==> src/rtl/spi_pkg.sv <==
// Shared definitions for the APB SPI master: register addresses, CTRL and
// STATUS bit positions, and the shift-engine state encoding.
package spi_pkg;

  // Register byte addresses (word aligned)
  localparam int unsigned ADDR_CTRL = 32'h0;
  localparam int unsigned ADDR_TX   = 32'h4;
  localparam int unsigned ADDR_RX   = 32'h8;
  localparam int unsigned ADDR_STAT = 32'hC;

  // CTRL bit positions
  localparam int unsigned CTRL_EN      = 0;
  localparam int unsigned CTRL_CPOL    = 1;
  localparam int unsigned CTRL_CPHA    = 2;
  localparam int unsigned CTRL_LOOP    = 3;
  localparam int unsigned CTRL_DIV_LSB = 8;
  localparam int unsigned CTRL_DIV_MSB = 15;

  // STATUS bit positions
  localparam int unsigned STAT_BUSY = 0;
  localparam int unsigned STAT_DONE = 1;

  typedef enum logic [1:0] {
    IDLE  = 2'd0,
    SETUP = 2'd1,
    SHIFT = 2'd2,
    HOLD  = 2'd3
  } spi_state_e;

endpackage

==> src/rtl/spi_shift_engine.sv <==
// SPI shift engine: FSM, half-period divider, SCLK edge counter and the
// transmit/receive shift registers for one 8-bit MSB-first transfer.
//
// Optional build macro: SPI_LOOPBACK_EN adds the 'loop' input, which makes
// the engine sample its own MOSI instead of the MISO pin.
//
// Ports:
//   clk, rst_n      clock, synchronous active-low reset
//   start, tx_byte  start pulse (honoured in IDLE) and byte to send
//   cpol, cpha      SPI mode; clkdiv sets half-period H = clkdiv + 1
//   miso            serial input
//   sclk, mosi      serial clock and data out
//   cs_n, busy      chip select and transfer-in-progress flag
//   done, rx_byte   one-cycle pulse on the HOLD->IDLE edge, received byte
module spi_shift_engine
  import spi_pkg::*;
(
  input  logic       clk,
  input  logic       rst_n,
  input  logic       start,
  input  logic [7:0] tx_byte,
  input  logic       cpol,
  input  logic       cpha,
`ifdef SPI_LOOPBACK_EN
  input  logic       loop,
`endif
  input  logic [7:0] clkdiv,
  input  logic       miso,
  output logic       sclk,
  output logic       mosi,
  output logic       cs_n,
  output logic       busy,
  output logic       done,
  output logic [7:0] rx_byte
);

  spi_state_e state_q, state_d;
  logic [8:0] cnt_q;
  logic [3:0] edge_q;
  logic       phase_q;
  logic [7:0] tx_sr_q;
  logic [7:0] rx_sr_q;

  logic tick, shift_tick, lead_edge, sample_edge, drive_edge, sin;

  // The divider is preloaded with H on start, so SETUP lasts H+1 cycles
  // (CS_N asserts one cycle before the first half-period starts) and the
  // whole transfer spans 18*H + 1 cycles.
  assign tick       = (cnt_q == 9'd0);
  assign shift_tick = (state_q == SHIFT) && tick;
  // edge_q counts SCLK edges already made; an even count means the next
  // edge is a leading (odd-numbered) one.
  assign lead_edge   = ~edge_q[0];
  assign sample_edge = cpha ? ~lead_edge : lead_edge;
  // With CPHA=1 bit 7 is already on MOSI at the first leading edge, so the
  // first shift happens on the second leading edge.
  assign drive_edge  = cpha ? (lead_edge && (edge_q != 4'd0)) : ~lead_edge;

`ifdef SPI_LOOPBACK_EN
  assign sin = loop ? tx_sr_q[7] : miso;
`else
  assign sin = miso;
`endif

  assign rx_byte = rx_sr_q;

  // State register
  always_ff @(posedge clk) begin
    if (!rst_n) state_q <= IDLE;
    else        state_q <= state_d;
  end

  // Next-state logic
  always_comb begin
    state_d = state_q;
    unique case (state_q)
      IDLE:    if (start) state_d = SETUP;
      SETUP:   if (tick) state_d = SHIFT;
      SHIFT:   if (tick && (edge_q == 4'd15)) state_d = HOLD;
      HOLD:    if (tick) state_d = IDLE;
      default: state_d = IDLE;
    endcase
  end

  // Outputs
  always_comb begin
    cs_n = 1'b1;
    busy = 1'b0;
    mosi = 1'b0;
    done = 1'b0;
    sclk = cpol ^ phase_q;
    if (state_q != IDLE) begin
      cs_n = 1'b0;
      busy = 1'b1;
      mosi = tx_sr_q[7];
    end
    if ((state_q == HOLD) && tick) done = 1'b1;
  end

  // Divider, edge counter and SCLK phase
  always_ff @(posedge clk) begin
    if (!rst_n) begin
      cnt_q   <= '0;
      edge_q  <= '0;
      phase_q <= 1'b0;
    end else if (state_q == IDLE) begin
      if (start) begin
        cnt_q   <= {1'b0, clkdiv} + 9'd1;
        edge_q  <= '0;
        phase_q <= 1'b0;
      end
    end else begin
      cnt_q <= tick ? {1'b0, clkdiv} : cnt_q - 9'd1;
      if (shift_tick) begin
        phase_q <= ~phase_q;
        edge_q  <= edge_q + 4'd1;
      end
    end
  end

  // Shift registers carry data only; MOSI is gated by busy so they need
  // no reset.
  always_ff @(posedge clk) begin
    if ((state_q == IDLE) && start)   tx_sr_q <= tx_byte;
    else if (shift_tick && drive_edge) tx_sr_q <= {tx_sr_q[6:0], 1'b0};
    if (shift_tick && sample_edge)     rx_sr_q <= {rx_sr_q[6:0], sin};
  end

endmodule

==> src/rtl/apb_spi_master.sv <==
// APB slave holding the SPI master register file (CTRL, TXDATA, RXDATA,
// STATUS) in front of a single-slave SPI shift engine.
//
// Optional build macro: SPI_LOOPBACK_EN makes CTRL[3] a RW LOOP bit that
// routes MOSI back into the receiver; without it CTRL[3] reads 0.
//
// Ports:
//   PCLK, PRESETn            clock, synchronous active-low reset
//   PSEL, PENABLE, PWRITE,
//   PADDR, PWDATA            APB request
//   PRDATA, PREADY, PSLVERR  APB response (zero wait states)
//   SPI_SCLK, SPI_MOSI,
//   SPI_MISO, SPI_CS_N       SPI bus
module apb_spi_master
  import spi_pkg::*;
#(
  parameter int unsigned AWIDTH     = 4,
  parameter int unsigned DWIDTH     = 32,
  parameter logic [7:0]  DEF_CLKDIV = 8'd3
)(
  input  logic              PCLK,
  input  logic              PRESETn,
  input  logic              PSEL,
  input  logic              PENABLE,
  input  logic              PWRITE,
  input  logic [AWIDTH-1:0] PADDR,
  input  logic [DWIDTH-1:0] PWDATA,
  output logic [DWIDTH-1:0] PRDATA,
  output logic              PREADY,
  output logic              PSLVERR,
  output logic              SPI_SCLK,
  output logic              SPI_MOSI,
  input  logic              SPI_MISO,
  output logic              SPI_CS_N
);

  logic       en_q, cpol_q, cpha_q, loop_q;
  logic [7:0] clkdiv_q;
  logic [7:0] rxdata_q;
  logic       done_q;

  logic       aligned, sel_ctrl, sel_tx, sel_rx, sel_stat;
  logic       access, wr_acc, rd_acc;
  logic       busy, eng_done, tx_start, ctrl_wr, done_clr;
  logic [7:0] eng_rx;
  logic       unused_pwdata;

  assign unused_pwdata = ^PWDATA[DWIDTH-1:16];

  assign aligned  = (PADDR[1:0] == 2'b00);
  assign sel_ctrl = aligned && (PADDR == AWIDTH'(ADDR_CTRL));
  assign sel_tx   = aligned && (PADDR == AWIDTH'(ADDR_TX));
  assign sel_rx   = aligned && (PADDR == AWIDTH'(ADDR_RX));
  assign sel_stat = aligned && (PADDR == AWIDTH'(ADDR_STAT));

  assign access = PSEL & PENABLE;
  assign wr_acc = access & PWRITE;
  assign rd_acc = access & ~PWRITE;

  assign tx_start = wr_acc & sel_tx & en_q & ~busy;
  assign ctrl_wr  = wr_acc & sel_ctrl & ~busy;
  assign done_clr = (rd_acc & sel_rx) | (wr_acc & sel_stat & PWDATA[STAT_DONE]);

  assign PREADY  = 1'b1;
  assign PSLVERR = access & (~aligned |
                   (PWRITE & ((sel_ctrl & busy) |
                              (sel_tx & (busy | ~en_q)) |
                              sel_rx)));

`ifndef SPI_LOOPBACK_EN
  assign loop_q = 1'b0;
`endif

  always_ff @(posedge PCLK) begin
    if (!PRESETn) begin
      en_q     <= 1'b0;
      cpol_q   <= 1'b0;
      cpha_q   <= 1'b0;
      clkdiv_q <= DEF_CLKDIV;
`ifdef SPI_LOOPBACK_EN
      loop_q   <= 1'b0;
`endif
      rxdata_q <= '0;
      done_q   <= 1'b0;
    end else begin
      if (ctrl_wr) begin
        en_q     <= PWDATA[CTRL_EN];
        cpol_q   <= PWDATA[CTRL_CPOL];
        cpha_q   <= PWDATA[CTRL_CPHA];
        clkdiv_q <= PWDATA[CTRL_DIV_MSB:CTRL_DIV_LSB];
`ifdef SPI_LOOPBACK_EN
        loop_q   <= PWDATA[CTRL_LOOP];
`endif
      end
      if (eng_done) rxdata_q <= eng_rx;
      // A completing transfer wins over a same-cycle clear.
      if (eng_done)      done_q <= 1'b1;
      else if (done_clr) done_q <= 1'b0;
    end
  end

  always_comb begin
    PRDATA = '0;
    if (PSEL) begin
      if (sel_ctrl) begin
        PRDATA[CTRL_EN]                   = en_q;
        PRDATA[CTRL_CPOL]                 = cpol_q;
        PRDATA[CTRL_CPHA]                 = cpha_q;
        PRDATA[CTRL_LOOP]                 = loop_q;
        PRDATA[CTRL_DIV_MSB:CTRL_DIV_LSB] = clkdiv_q;
      end else if (sel_rx) begin
        PRDATA[7:0] = rxdata_q;
      end else if (sel_stat) begin
        PRDATA[STAT_BUSY] = busy;
        PRDATA[STAT_DONE] = done_q;
      end
    end
  end

  spi_shift_engine u_engine (
    .clk     (PCLK),
    .rst_n   (PRESETn),
    .start   (tx_start),
    .tx_byte (PWDATA[7:0]),
    .cpol    (cpol_q),
    .cpha    (cpha_q),
`ifdef SPI_LOOPBACK_EN
    .loop    (loop_q),
`endif
    .clkdiv  (clkdiv_q),
    .miso    (SPI_MISO),
    .sclk    (SPI_SCLK),
    .mosi    (SPI_MOSI),
    .cs_n    (SPI_CS_N),
    .busy    (busy),
    .done    (eng_done),
    .rx_byte (eng_rx)
  );

endmodule
==> config.mk <==
export PLATFORM = sky130hd
export DESIGN_NAME = apb_spi_master
export DESIGN_NICKNAME = d
export VERILOG_FILES = /design/src/rtl/spi_pkg.sv /design/src/rtl/spi_shift_engine.sv /design/src/rtl/apb_spi_master.sv
export SDC_FILE = /design/constraint.sdc
export NUM_CORES = 1
export LEC_CHECK = 0
export CAP_MARGIN = 15
export CORE_MARGIN = 5
export CORE_UTILIZATION = 53
export CTS_CLUSTER_DIAMETER = 200
export CTS_CLUSTER_SIZE = 8
export DETAILED_ROUTE_END_ITERATION = 8
export HOLD_SLACK_MARGIN = 0.15
export MAX_ROUTING_LAYER = met4
export PLACE_DENSITY = 0.86
export SLEW_MARGIN = 10
export SYNTH_ARGS = -nofsm -noshare
export SYNTH_HDL_FRONTEND = slang
export SYNTH_SLANG_ARGS = --single-unit
export TNS_END_PERCENT = 5
==> constraint.sdc <==
create_clock -name PCLK -period 6.1 [get_ports PCLK]
set_input_delay 1.22 -clock PCLK [delete_from_list [all_inputs] [get_ports PCLK]]
set_output_delay 1.22 -clock PCLK [all_outputs]
set_load 0.1 [all_outputs]
==> flow_summary.toml <==
[clocking]
post_cts_resized = 0
cts_buffers = 5
insertion_delay_ns = 0.30
cts_setup_buffers = 0
cts.sinks = 52
clockBufferDepth = 2
htreeDepth = 2
hold_buffers = 0
cts_tree = "done"
clk_pin_slew_ns = 0.09
root_buffer = "clkbuf_8"

[pwr]
pwr-share-comb_pct = 12.5
p_sw_w = 0.000182
sw_frac_of_total_pct = 25.3
p_per_area_nw_per_um2 = 204
p_int_w = 0.000538
power_frac_seq_pct = 49.2
clockPowerShare_pct = 38.2
vdd_ir_drop_max_v = 0.000132
p_leak_nw = 1.30

[routing]
antenna_left = 0
drt-vias-per-instance = 5.77
wl_um = 7180
wire_per_inst_um = 16.2
drc = 0
drtPass1Iterations = 4
vias = 2554
drtIter0Drc = 199

[layout]
n_antenna_cell = 0
num-fill-cells = 476
fin_nets = 421
layout_common_cells = "37 x clkdlybuf4s50_1, 36 x dfxtp_1, 28 x nand2_1, 25 x nand3_1, 24 x nor2_1"
layout_commonest_cell = "clkdlybuf4s50_1"
drive_gt1_share_pct = 8.36
synthToLayoutAreaGrowth_pct = 15.9
final_area_um2 = 3530
fin_cells = 443

[timing]
period_share_pct = 80.5
timing.slew.headroom_pct = 22.0
finalSetupViolations = 0
rsz0062_at_grt = "no"
fin_crit_ns = 4.91
tightest_slew_ns = 1.16
timing.setup.tns_ns = 0
fmax_mhz = 204
whs_ns = 0.457
drv_slew = 0
hold_viol_final = 0
fin_skew_ns = 0.00784

[global_routing]
grt_max_degree = 27
grt_pass1_vias = 2470
grt_pass1_wl_um = 11800
track_usage_pct = 20.6
grt-ovfl-total = 0
antenna_found_initial = 0

[die]
fp.dieArea_um2 = 7360
row_count = 27
core-area_um2 = 5540
dieHeight_um = 85.8
initial_core_util_pct = 54.9
die_x_um = 85.8
pin_count = 79

[worst_setup_path]
max_stage_delay_ns = 1.13
crit_fanout = 5
critical-path-top-delay-family = "buffers and inverters"
critPathSlowestCell = "clkdlybuf4s50_1"
worstPathArrival_ns = 3.69
endpoint_kind = "output pin"
critPathBufInv = 2
crit_path_start_kind = "primary input"
path_cells = "clkdlybuf4s50_1 -> nor2_1 -> nand2_1 -> nor2_1 -> and2_1 -> clkdlybuf4s50_1"
crit_type = "primary input to output pin"
cp.required_ns = 4.88

[synthesis]
synth_flop_cell = "dfxtp_1"
synth_area_um2 = 3040
syn_inst = 334
synth.distinct_cells = 63
ys.warnings.count = 0
ys_seq_elements = 52
synth_edf_count = 16
yosysSeqAreaShare_pct = 39.5
async_flop_share_pct = 0
avgSynthCellArea_um2 = 9.11

[placed_design]
post-dp-hpwl_um = 5280
dp.cells = 434
routabilityCongestion = 0.913
placed_cell_area_um2 = 3390
io_buffers = 45

[run]
cap_violations = 0

[run_status]
status = "finished clean"

[worst_hold_path]
hp-class = "flop to flop"
[Yosys cell counts (10+ instances only)]
cell type | count | area (um2)
inv_1 | 10 | 37.5
nor3_1 | 13 | 65.1
and2_1 | 16 | 100
a21oi_1 | 23 | 115
nand3_1 | 25 | 125
nand2_1 | 28 | 105
mux2i_1 | 17 | 170
nor2_1 | 24 | 90.1
buf_4 | 18 | 135
edfxtp_1 | 16 | 480
dfxtp_1 | 36 | 721
[routing by layer]
metal / up-vias / share of wire, % / global-route usage (%)
met5: - / 0 / -
met3: 13 / 6.1 / 3.55
met4: 0 / 1.9 / 6.04
met1: 1217 / 42 / 25.5
li1: 1233 / - / -
met2: 91 / 50 / 34.3
[final timing paths]
kind / from / endpoint / slack, ns / depth (start not counted)
hold reg to reg: rxdata_q[6]$_SDFFE_PN0P_ / rxdata_q[6]$_SDFFE_PN0P_ / 0.46 / 2
hold / removal: rxdata_q[6]$_SDFFE_PN0P_ / rxdata_q[6]$_SDFFE_PN0P_ / 0.46 / 2
setup reg to reg: u_engine.state_q[0]$_SDFFE_PN0P_ / u_engine.tx_sr_q[2]$_DFFE_PP_ / 3.01 / 4
setup / recovery: PADDR[1] / PRDATA[3] / 1.19 / 6
[cell families (layout without fill, tap and decap cells)]
| family | Yosys count | count (layout) | share of synthesized area, % |
|---|---|---|---|
| AND/OR/NAND/NOR | 140 | 140 | 25.4 |
| AO/OA/AOI/OAI | 59 | 59 | 12.7 |
| flip-flops | 52 | 52 | 39.5 |
| buffers and inverters | 43 | 65 | 8.88 |
| multiplexers | 24 | 24 | 8.18 |
| adder cells (fa/ha/maj) | 9 | 9 | 3.70 |
| XOR/XNOR | 5 | 5 | 1.44 |
| other | 2 | 17 | 0.247 |
[power groups by stage]
| stage | combinational (W) | clock, W | sequential [W] |
|---|---|---|---|
| final | 0.0000904 | 0.000275 | 0.000355 |
| after global routing | 0.0000940 | 0.000293 | 0.000355 |
| after CTS | 0.0000896 | 0.000278 | 0.000355 |
| after detailed placement | 0.0000892 | 0 | 0.000363 |
| after global placement | 0.0000889 | 0 | 0.000363 |
| after floorplan | 0.0000752 | 0 | 0.000363 |
[registers in the layout, summed over array words and instances (netlist names)]
name,count
cpha_q,1
u_engine.edge_q,4
u_engine.phase_q,1
rxdata_q,8
clkdiv_q,8
u_engine.state_q,2
u_engine.cnt_q,9
cpol_q,1
done_q,1
u_engine.tx_sr_q,8
u_engine.rx_byte,8
en_q,1
[cell type report]
type,count,area [um2],share of cell area [%]
Clock buffer,6,72.6,2.06
Clock inverter,2,60.1,1.70
Inverter,11,41.3,1.17
Multi-Input combinational cell,254,1630,46.2
Sequential cell,52,1200,34.0
Tap cell,72,90.1,2.55
Timing Repair Buffer,46,435,12.3
[worst min-delay path, delay by kind of cell, from the launching register on]
family / cells / cell delay, ns
DFF: 1 / 0.32
AOI/OAI and AO/OA: 1 / 0.05
and+or+nand+nor: 1 / 0.05
[metrics by stage]
| step | total power [W] | utilization [%] | worst slack [ns] |
|---|---|---|---|
| CTS | 0.000722 | 63.6 | 1.19 |
| detailed placement | 0.000452 | 61.2 | 1.19 |
| global route | 0.000742 | 63.7 | 1.04 |
| global placement | 0.000452 | 61.2 | 1.25 |
| finish | 0.000720 | 63.7 | 1.19 |
| floorplan | 0.000438 | - | 1.10 |
No activity file was read; power rests on OpenSTA's default activity.
